$ cat src/rtl/fifo_memoria_pkg.sv
// Shared sizing for the FIFO and its storage array: default parameters,
// depth derivation (MEM_LENGTH = 1 << ADDR_WIDTH) and occupancy counter width.
// Latency / backpressure: not applicable (declarations only).
package fifo_memoria_pkg;

    localparam int DEF_ADDR_WIDTH = 4;
    localparam int DEF_BUS_SIZE   = 4;
    localparam int DEF_AF_THRESH  = 14;
    localparam int DEF_AE_THRESH  = 2;

    // Number of words addressable by a pointer of the given width.
    function automatic int mem_length(input int addr_width);
        return 1 << addr_width;
    endfunction

    // One extra bit so a completely full FIFO (MEM_LENGTH) is representable.
    function automatic int count_width(input int addr_width);
        return addr_width + 1;
    endfunction

endpackage

$ cat src/rtl/memoria_dp.sv
// Dual-port register array: one write port, one read port with a registered output.
// Latency: write visible to a read on the next edge; read data valid 1 cycle after read.
// Backpressure: none; the owner decides when write/read may fire.
// Ports: clk, reset_L (clears only the output register), write/address_w/data_in,
//        read/address_r/data_out.
module memoria_dp
    import fifo_memoria_pkg::*;
#(
    parameter int ADDR_WIDTH = DEF_ADDR_WIDTH,
    parameter int BUS_SIZE   = DEF_BUS_SIZE
) (
    input  logic                  clk,
    input  logic                  reset_L,
    input  logic                  write,
    input  logic [ADDR_WIDTH-1:0] address_w,
    input  logic [BUS_SIZE-1:0]   data_in,
    input  logic                  read,
    input  logic [ADDR_WIDTH-1:0] address_r,
    output logic [BUS_SIZE-1:0]   data_out
);

    localparam int MEM_LENGTH = mem_length(ADDR_WIDTH);

    // Storage is deliberately not reset: contents are meaningless until written.
    logic [BUS_SIZE-1:0] mem [MEM_LENGTH];

    always_ff @(posedge clk) begin
        if (write) begin
            mem[address_w] <= data_in;
        end
    end

    // When the same address is written and read on one edge the read returns
    // the old word; the FIFO relies on this for push+pop while full.
    always_ff @(posedge clk or negedge reset_L) begin
        if (!reset_L) begin
            data_out <= '0;
        end else if (read) begin
            data_out <= mem[address_r];
        end
    end

endmodule

$ cat src/rtl/fifo_memoria.sv
// Synchronous FIFO over memoria_dp: owns pointers, occupancy count and status flags.
// Latency: popped word appears on data_out one cycle after the accepted pop (data_out_valid).
// Backpressure: push at full (without pop) and pop at empty are dropped silently.
// Ports: clk, reset_L (async, active-low), push/data_in, pop, data_out/data_out_valid,
//        full, empty, almost_full, almost_empty, count.
// Optional: define FIFO_ERR_FLAGS_EN to add sticky overflow/underflow outputs.
module fifo_memoria
    import fifo_memoria_pkg::*;
#(
    parameter int ADDR_WIDTH = DEF_ADDR_WIDTH,
    parameter int BUS_SIZE   = DEF_BUS_SIZE,
    parameter int AF_THRESH  = DEF_AF_THRESH,
    parameter int AE_THRESH  = DEF_AE_THRESH
) (
    input  logic                  clk,
    input  logic                  reset_L,
    input  logic                  push,
    input  logic                  pop,
    input  logic [BUS_SIZE-1:0]   data_in,
    output logic [BUS_SIZE-1:0]   data_out,
    output logic                  data_out_valid,
    output logic                  full,
    output logic                  empty,
    output logic                  almost_full,
    output logic                  almost_empty,
`ifdef FIFO_ERR_FLAGS_EN
    output logic                  overflow,
    output logic                  underflow,
`endif
    output logic [ADDR_WIDTH:0]   count
);

    localparam int MEM_LENGTH = mem_length(ADDR_WIDTH);
    localparam int CW         = count_width(ADDR_WIDTH);

    localparam logic [CW-1:0] FULL_C = CW'(MEM_LENGTH);
    localparam logic [CW-1:0] AF_C   = CW'(AF_THRESH);
    localparam logic [CW-1:0] AE_C   = CW'(AE_THRESH);

    if (AF_THRESH > MEM_LENGTH || AE_THRESH >= AF_THRESH) begin : g_param_err
        $error("fifo_memoria: need AF_THRESH <= depth and AE_THRESH < AF_THRESH");
    end

    logic [ADDR_WIDTH-1:0] wr_ptr;
    logic [ADDR_WIDTH-1:0] rd_ptr;
    logic                  push_ok;
    logic                  pop_ok;

    // Flags decode the registered count, so they move the cycle after the change.
    assign full         = (count == FULL_C);
    assign empty        = (count == '0);
    assign almost_full  = (count >= AF_C);
    assign almost_empty = (count <= AE_C);

    // A push while full is still legal when a pop frees the slot on the same edge.
    // No bypass at empty: the pop is rejected even if a push arrives alongside.
    assign push_ok = push & (~full | pop);
    assign pop_ok  = pop & ~empty;

    always_ff @(posedge clk or negedge reset_L) begin
        if (!reset_L) begin
            wr_ptr         <= '0;
            rd_ptr         <= '0;
            count          <= '0;
            data_out_valid <= 1'b0;
        end else begin
            // Pointers wrap naturally at MEM_LENGTH (power-of-two depth).
            if (push_ok) begin
                wr_ptr <= wr_ptr + ADDR_WIDTH'(1);
            end
            if (pop_ok) begin
                rd_ptr <= rd_ptr + ADDR_WIDTH'(1);
            end
            case ({push_ok, pop_ok})
                2'b10:   count <= count + CW'(1);
                2'b01:   count <= count - CW'(1);
                default: count <= count;
            endcase
            data_out_valid <= pop_ok;
        end
    end

    memoria_dp #(
        .ADDR_WIDTH (ADDR_WIDTH),
        .BUS_SIZE   (BUS_SIZE)
    ) u_mem (
        .clk       (clk),
        .reset_L   (reset_L),
        .write     (push_ok),
        .address_w (wr_ptr),
        .data_in   (data_in),
        .read      (pop_ok),
        .address_r (rd_ptr),
        .data_out  (data_out)
    );

`ifdef FIFO_ERR_FLAGS_EN
    // Sticky error indicators for requests that were dropped.
    always_ff @(posedge clk or negedge reset_L) begin
        if (!reset_L) begin
            overflow  <= 1'b0;
            underflow <= 1'b0;
        end else begin
            if (push & full & ~pop) begin
                overflow <= 1'b1;
            end
            if (pop & empty) begin
                underflow <= 1'b1;
            end
        end
    end
`endif

endmodule

$ cat config.mk
export PLATFORM = sky130hd
export DESIGN_NAME = fifo_memoria
export DESIGN_NICKNAME = d
export VERILOG_FILES = /design/src/rtl/fifo_memoria_pkg.sv /design/src/rtl/memoria_dp.sv /design/src/rtl/fifo_memoria.sv
export SDC_FILE = /design/constraint.sdc
export NUM_CORES = 1
export LEC_CHECK = 0
export CORE_ASPECT_RATIO = 1.5
export CORE_MARGIN = 2
export CORE_UTILIZATION = 57
export CTS_CLUSTER_SIZE = 16
export DETAILED_ROUTE_END_ITERATION = 16
export PLACE_DENSITY = 0.88
export SLEW_MARGIN = 20
export SYNTH_ARGS = -nofsm -noshare
export SYNTH_HDL_FRONTEND = slang
export SYNTH_SLANG_ARGS = --single-unit
$ cat constraint.sdc
create_clock -name clk -period 3.9 [get_ports clk]
set_clock_uncertainty 0.1 [all_clocks]
set_input_delay 0.585 -clock clk [delete_from_list [all_inputs] [get_ports clk]]
set_output_delay 0.585 -clock clk [all_outputs]
set_load 0.05 [all_outputs]
## After elaboration in Yosys (flattened, before gate mapping)

Memory sizes are Yosys's and may differ from the RTL's. A register that Yosys moved wholly into a read port is not among the register bits.
Index checks and enable logic that the tools add are counted.

| word-level totals | value |
|---|---|
| flip-flop bits (word level) | 14 |
| bits in writable memories | 64 |
| input port bits | 8 |
| output and inout port bits | 14 |
| word-level logic and storage cells | 25 |
| memories | 1 |

| operators by class | value |
|---|---|
| add/subtract/negate cells | 4 |
| magnitude comparators | 2 |
| eq/ne operators | 3 |
| mux-type cells | 3 |
| bitwise operators | 5 |
| reductions and logical operators | 3 |

Memories:

| memory | depth | width | rd ports | clocked after memory_dff | wr ports | line | RTL |
|---|---|---|---|---|---|---|---|
| u_mem.mem | 16 | 4 | 1 | 1 | 1 | memoria_dp.sv:25 | `logic [BUS_SIZE-1:0] mem [MEM_LENGTH];` |

Operator list:

| kind | number |
|---|---|
| one-hot mux 5 bit (2 select lines) | 1 |
| adder 4 x 1 -> 4 bit, second input constant | 2 |
| adder 5 x 1 -> 5 bit, second input constant | 1 |
| == test 5 bit, second input constant | 1 |
| greater-or-equal comparator 5 x 4 -> 1 bit, second input constant | 1 |
| <= comparator 5 x 2 -> 1 bit, second input constant | 1 |
| logical NOT 5 bit | 1 |
| subtractor 5 x 1 -> 5 bit, second input constant | 1 |
| bitwise AND 1 bit | 2 |
| == test 2 x 1 -> 1 bit, second input constant | 1 |
| == test 2 bit, second input constant | 1 |
| 2-to-1 mux 1 bit | 2 |
| NOT 1 bit | 2 |
| nonzero test 2 bit | 1 |
| logical NOT 1 bit | 1 |
| bitwise OR 1 bit | 1 |

## Logic depth before layout (Yosys ltp)

| logic depth | value |
|---|---|
| depth in word-level cells | 6 |
| depth in mapped cells | 12 |
| depth with buffers taken out | 12 |

## Hierarchy

A second synthesis with hierarchy kept.

| unflattened totals | value |
|---|---|
| cells, all modules | 204 |
| area total of the unflattened synthesis | 3,608.5 µm² |

By module, submodules not included:

| module | times used | cells an instance | area each (µm²) | sequential area each (µm²) |
|---|---|---|---|---|
| memoria_dp | 1 | 128 | 2,761.4 | 2,021.9 |
| fifo_memoria | 1 | 76 | 847.1 | 350.3 |

## Worst setup path after synthesis

OpenSTA, ideal clock, no wires.

| path | value |
|---|---|
| kind | register -> register |
| from | reg count[4] |
| to | reg count[4] |
| setup time | 0.143 ns |
| data arrival time | 2.952 ns |
| required time | 3.657 ns |
| slack | 0.705 ns |
| cell stages (with the launch flop) | 12 |
| buffers on the path | 0 |
| clock period less this slack | 3.195 ns |
| cells stage by stage | dfrtp_1 or3_1 or3_4 nand2_4 inv_4 ha_1 ha_1 nor2b_1 o21ai_0 a21oi_1 or3b_1 xnor2_1 |

| on the way | value |
|---|---|
| elaborated cells on any way between the ends | 13 |
| those cells by class | add/sub: 2; eq/ne: 3; mux: 1; bitwise: 5; reduce/logical: 2 |

RTL lines:

| element | line | RTL |
|---|---|---|
| from (decl) | fifo_memoria.sv:30 | `output logic [ADDR_WIDTH:0] count` |
| from (signal assigned) | fifo_memoria.sv:75 | `2'b10: count <= count + CW'(1);` |
| from (signal assigned) | fifo_memoria.sv:76 | `2'b01: count <= count - CW'(1);` |
| from (signal assigned) | fifo_memoria.sv:77 | `default: count <= count;` |
| logical NOT 5 bit * | fifo_memoria.sv:51 | `assign empty = (count == '0);` |
| NOT 1 bit * | fifo_memoria.sv:58 | `assign pop_ok = pop & ~empty;` |
| bitwise AND 1 bit * | fifo_memoria.sv:58 |  |
| via pop_ok | fifo_memoria.sv:47 | `logic pop_ok;` |
| == test 2 x 1 -> 1 bit or == test 2 bit (tied branches) | fifo_memoria.sv:74 | `case ({push_ok, pop_ok})` |
| one-hot mux 5 bit (2 select lines) or nonzero test 2 bit (tied branches) | n/a |  |

Mark *: on every way through the listed nets, which the timed path passes. The rest lies on a longest branch.
A chain may end at the register's enable or synchronous reset.

## Worst setup path after layout

Ends and elaborated chain as after synthesis.

==> summary.txt <==
Layout
  • Ant diodes: 0
  • Area Overhead vs Synth: 13.1%
  • Final Util: 0.659
  • Fraction of layout cells with a size suffix above 1: 0.150
  • Nets: roughly 250

Synth
  • Commonest cells in the netlist: edfxtp_1 (64), dfrtp_1 (18), and2_1 (16), mux4_2 (13), nand2_1 (13)
  • Area leader, netlist: edfxtp_1
  • Synth Net Count: 220
  • Dominant cells by area after synthesis: edfxtp_1 (55%), dfrtp_1 (13%), mux4_2 (8.3%)
  • Cells after Synth: around 200
  • Most frequent cell after synthesis: edfxtp_1
  • Mapped cell area: approximately 3500 um2
  • Top cell type's share of synthesized area: 0.546
  • Yosys reg bits: just over 80
  • Most common flop cell mapped by yosys: edfxtp_1
  • Syn Area/Cell: approximately 17 um2
  • FFs w/ async S/R, synth: 0.220
  • Synth warn: 0
  • Seq/Total Area, Yosys: 0.674
  • Yosys cell types: 40
  • Post-synth EDFFs: between 60 and 70

Worst setup path
  • Arr. time, crit path: roughly 3300 ps
  • Crit Path Max Fanout: 9
  • Critical path type: reg -> reg
  • Worst endpoint required time: roughly 4000 ps
  • Reg2reg setup slack: between 700 and 800 ps
  • Critical path startpoint category: flop
  • CP endpoint kind: flop

Floorplan
  • Die ar.: approximately 6800 um2
  • Top-Level Pins: 22
  • Initial core utilization: 0.582
  • Die Wd: ~70 um
  • Placement Rows: 35
  • Die Ht: about 100 um
  • Core ar.: just over 6000 um2

Timing
  • Final Hold Fails: 0
  • Share of the clock period used by the worst path: 0.814
  • Fin. max-slew vios: 0
  • Crit path time final: about 3200 ps
  • RSZ-0062 raised after global routing: false
  • Max Clk Rate: 315 MHz
  • Final setup vio count: 0
  • TNS Setup: 0 ps
  • Hold Slack: just over 400 ps
  • Worst Tran Pin Value: roughly 880 ps
  • Slew margin rel.: 0.410

Placement
  • DP HPWL: roughly 4300 um
  • Final GP Congestion: 0.780
  • PortBufs: 21

Routing
  • WL per Instance: 19.5 um
  • Drt pass-1 iters: 4
  • Drt drc: 0
  • Antenna-violating nets left: 0
  • Routed wire length: between 6000 and 7000 um
  • Vias: between 1,500 and 2,000
  • Initial DRC count: slightly above 80
  • Vias per Instance: around 6

CTS
  • Clock tree sinks: just over 80
  • Post-CTS sizing: 0
  • Clock Pin Slew Worst Setup and Hold Paths: about 80 ps
  • CTS H-tree lvls: 3
  • Setup bufs post-CTS: 0
  • CTS tree: done
  • Clk_lat worst skew: between 300 and 400 ps
  • Clk buf depth: 2
  • Clock root cell: clkbuf_8
  • Hold-fix buffers, CTS: 0
  • Cts bufs inserted: 9

Pwr
  • Static leakage: 1.44 nW
  • Power, Total: a little over 3 mW
  • Power density over the cells: 760 nW/um2
  • Peak supply drop: between 600 and 700 uV

Hold path
  • Hold Crit Class: reg -> reg

Global routing
  • Grt met1 use: 0.241
  • GR peak layer: met2
  • First-pass GRT wire length: ~10,000 um
  • Vias in the first global route: around 2,000
  • Initial antenna violation count: 0
  • Met3 usage: 0.0561
  • Met2 Usage GRT: 0.348
  • GRT overflow: 0
  • Largest net degree at the start of global routing: 19
  • All-Layer GR Usage: 0.211

Status
  • Outcome: finished clean

Run
  • Max-cap violations: 0
final timing paths:
path	depth (start not counted)	start	endpoint
worst max-delay path	11	count[4]	count[4]
worst min-delay path	2	u_mem.data_out[2]	u_mem.data_out[2]
worst max register to register	11	count[4]	count[4]
worst min register to register	2	u_mem.data_out[2]	u_mem.data_out[2]
max in group asynchronous	1	reset_L	wr_ptr[3]
min in group asynchronous	1	reset_L	wr_ptr[1]
cells in the final DEF, fill, tap and decap left out, drive strengths merged, types with 2 or more instances in the layout:
cell,instances
edfxtp,64
mux2i,8
clkinv,4
o221ai,3
inv,10
clkdlybuf4s50,21
bufinv,2
ha,9
o21ai,4
nand4,2
or3,2
and2,16
nand2,14
xnor2,8
clkbuf,9
nor3b,2
a21oi,3
mux4,16
dfrtp,18
xor2,2
routing by layer:
layer / share of wire / up-vias
met5: 0 / -
met4: 0.035 / 0
met3: 0.056 / 18
li1: - / 825
met1: 0.36 / 891
met2: 0.55 / 77
power breakdown:
part,total [mW],switching [mW],internal (mW)
combinational,1.08,0.587,0.496
clock,0.630,0.278,0.352
sequential,1.31,0.207,1.10
total,3.02,1.07,1.95
state kept, by name (all words and copies together) (netlist names):
signal          flops
count               5
data_out_valid      1
rd_ptr              4
u_mem.data_out      4
u_mem.mem          64
wr_ptr              4
critical path, cell delays in order, from the launching register on:
cell	delay, ps
dfrtp_1	440
or3_1	410
or3_4	360
nand2_4	140
inv_4	80
ha_1	240
ha_1	330
nor2b_1	140
o21ai_0	210
a21oi_1	100
or3b_1	380
xnor2_1	140
layout make-up:
type / count / area (um2)
timing repair buffer: 22 / 218
fill: 414 / 2060
clock buffer: 9 / 124
clock inverter: 7 / 83.8
sequential: 82 / 2370
inverter: 10 / 40.0
tap: 74 / 92.6
multi-input combinational: 104 / 1050
metrics by stage:
stage / instance area [um2] / setup slack (ps) / std cells
final: 3980 / 726 / 308
after global routing: 3980 / 596 / 308
after CTS: 3980 / 727 / 308
after detailed placement: 3770 / 624 / 292
after floorplan: 3520 / 705 / 202
after global placement: 3770 / 722 / 292
kinds of logic after synthesis:
family / synth area share
flip-flops: 0.674
AO/OA/AOI/OAI: 0.0327
XOR/XNOR: 0.0249
buffers and inverters: 0.0274
multiplexers: 0.128
adder cells (fa/ha/maj): 0.0377
AND/OR/NAND/NOR: 0.0747
Note: power is estimated with default switching activity, not from simulation.
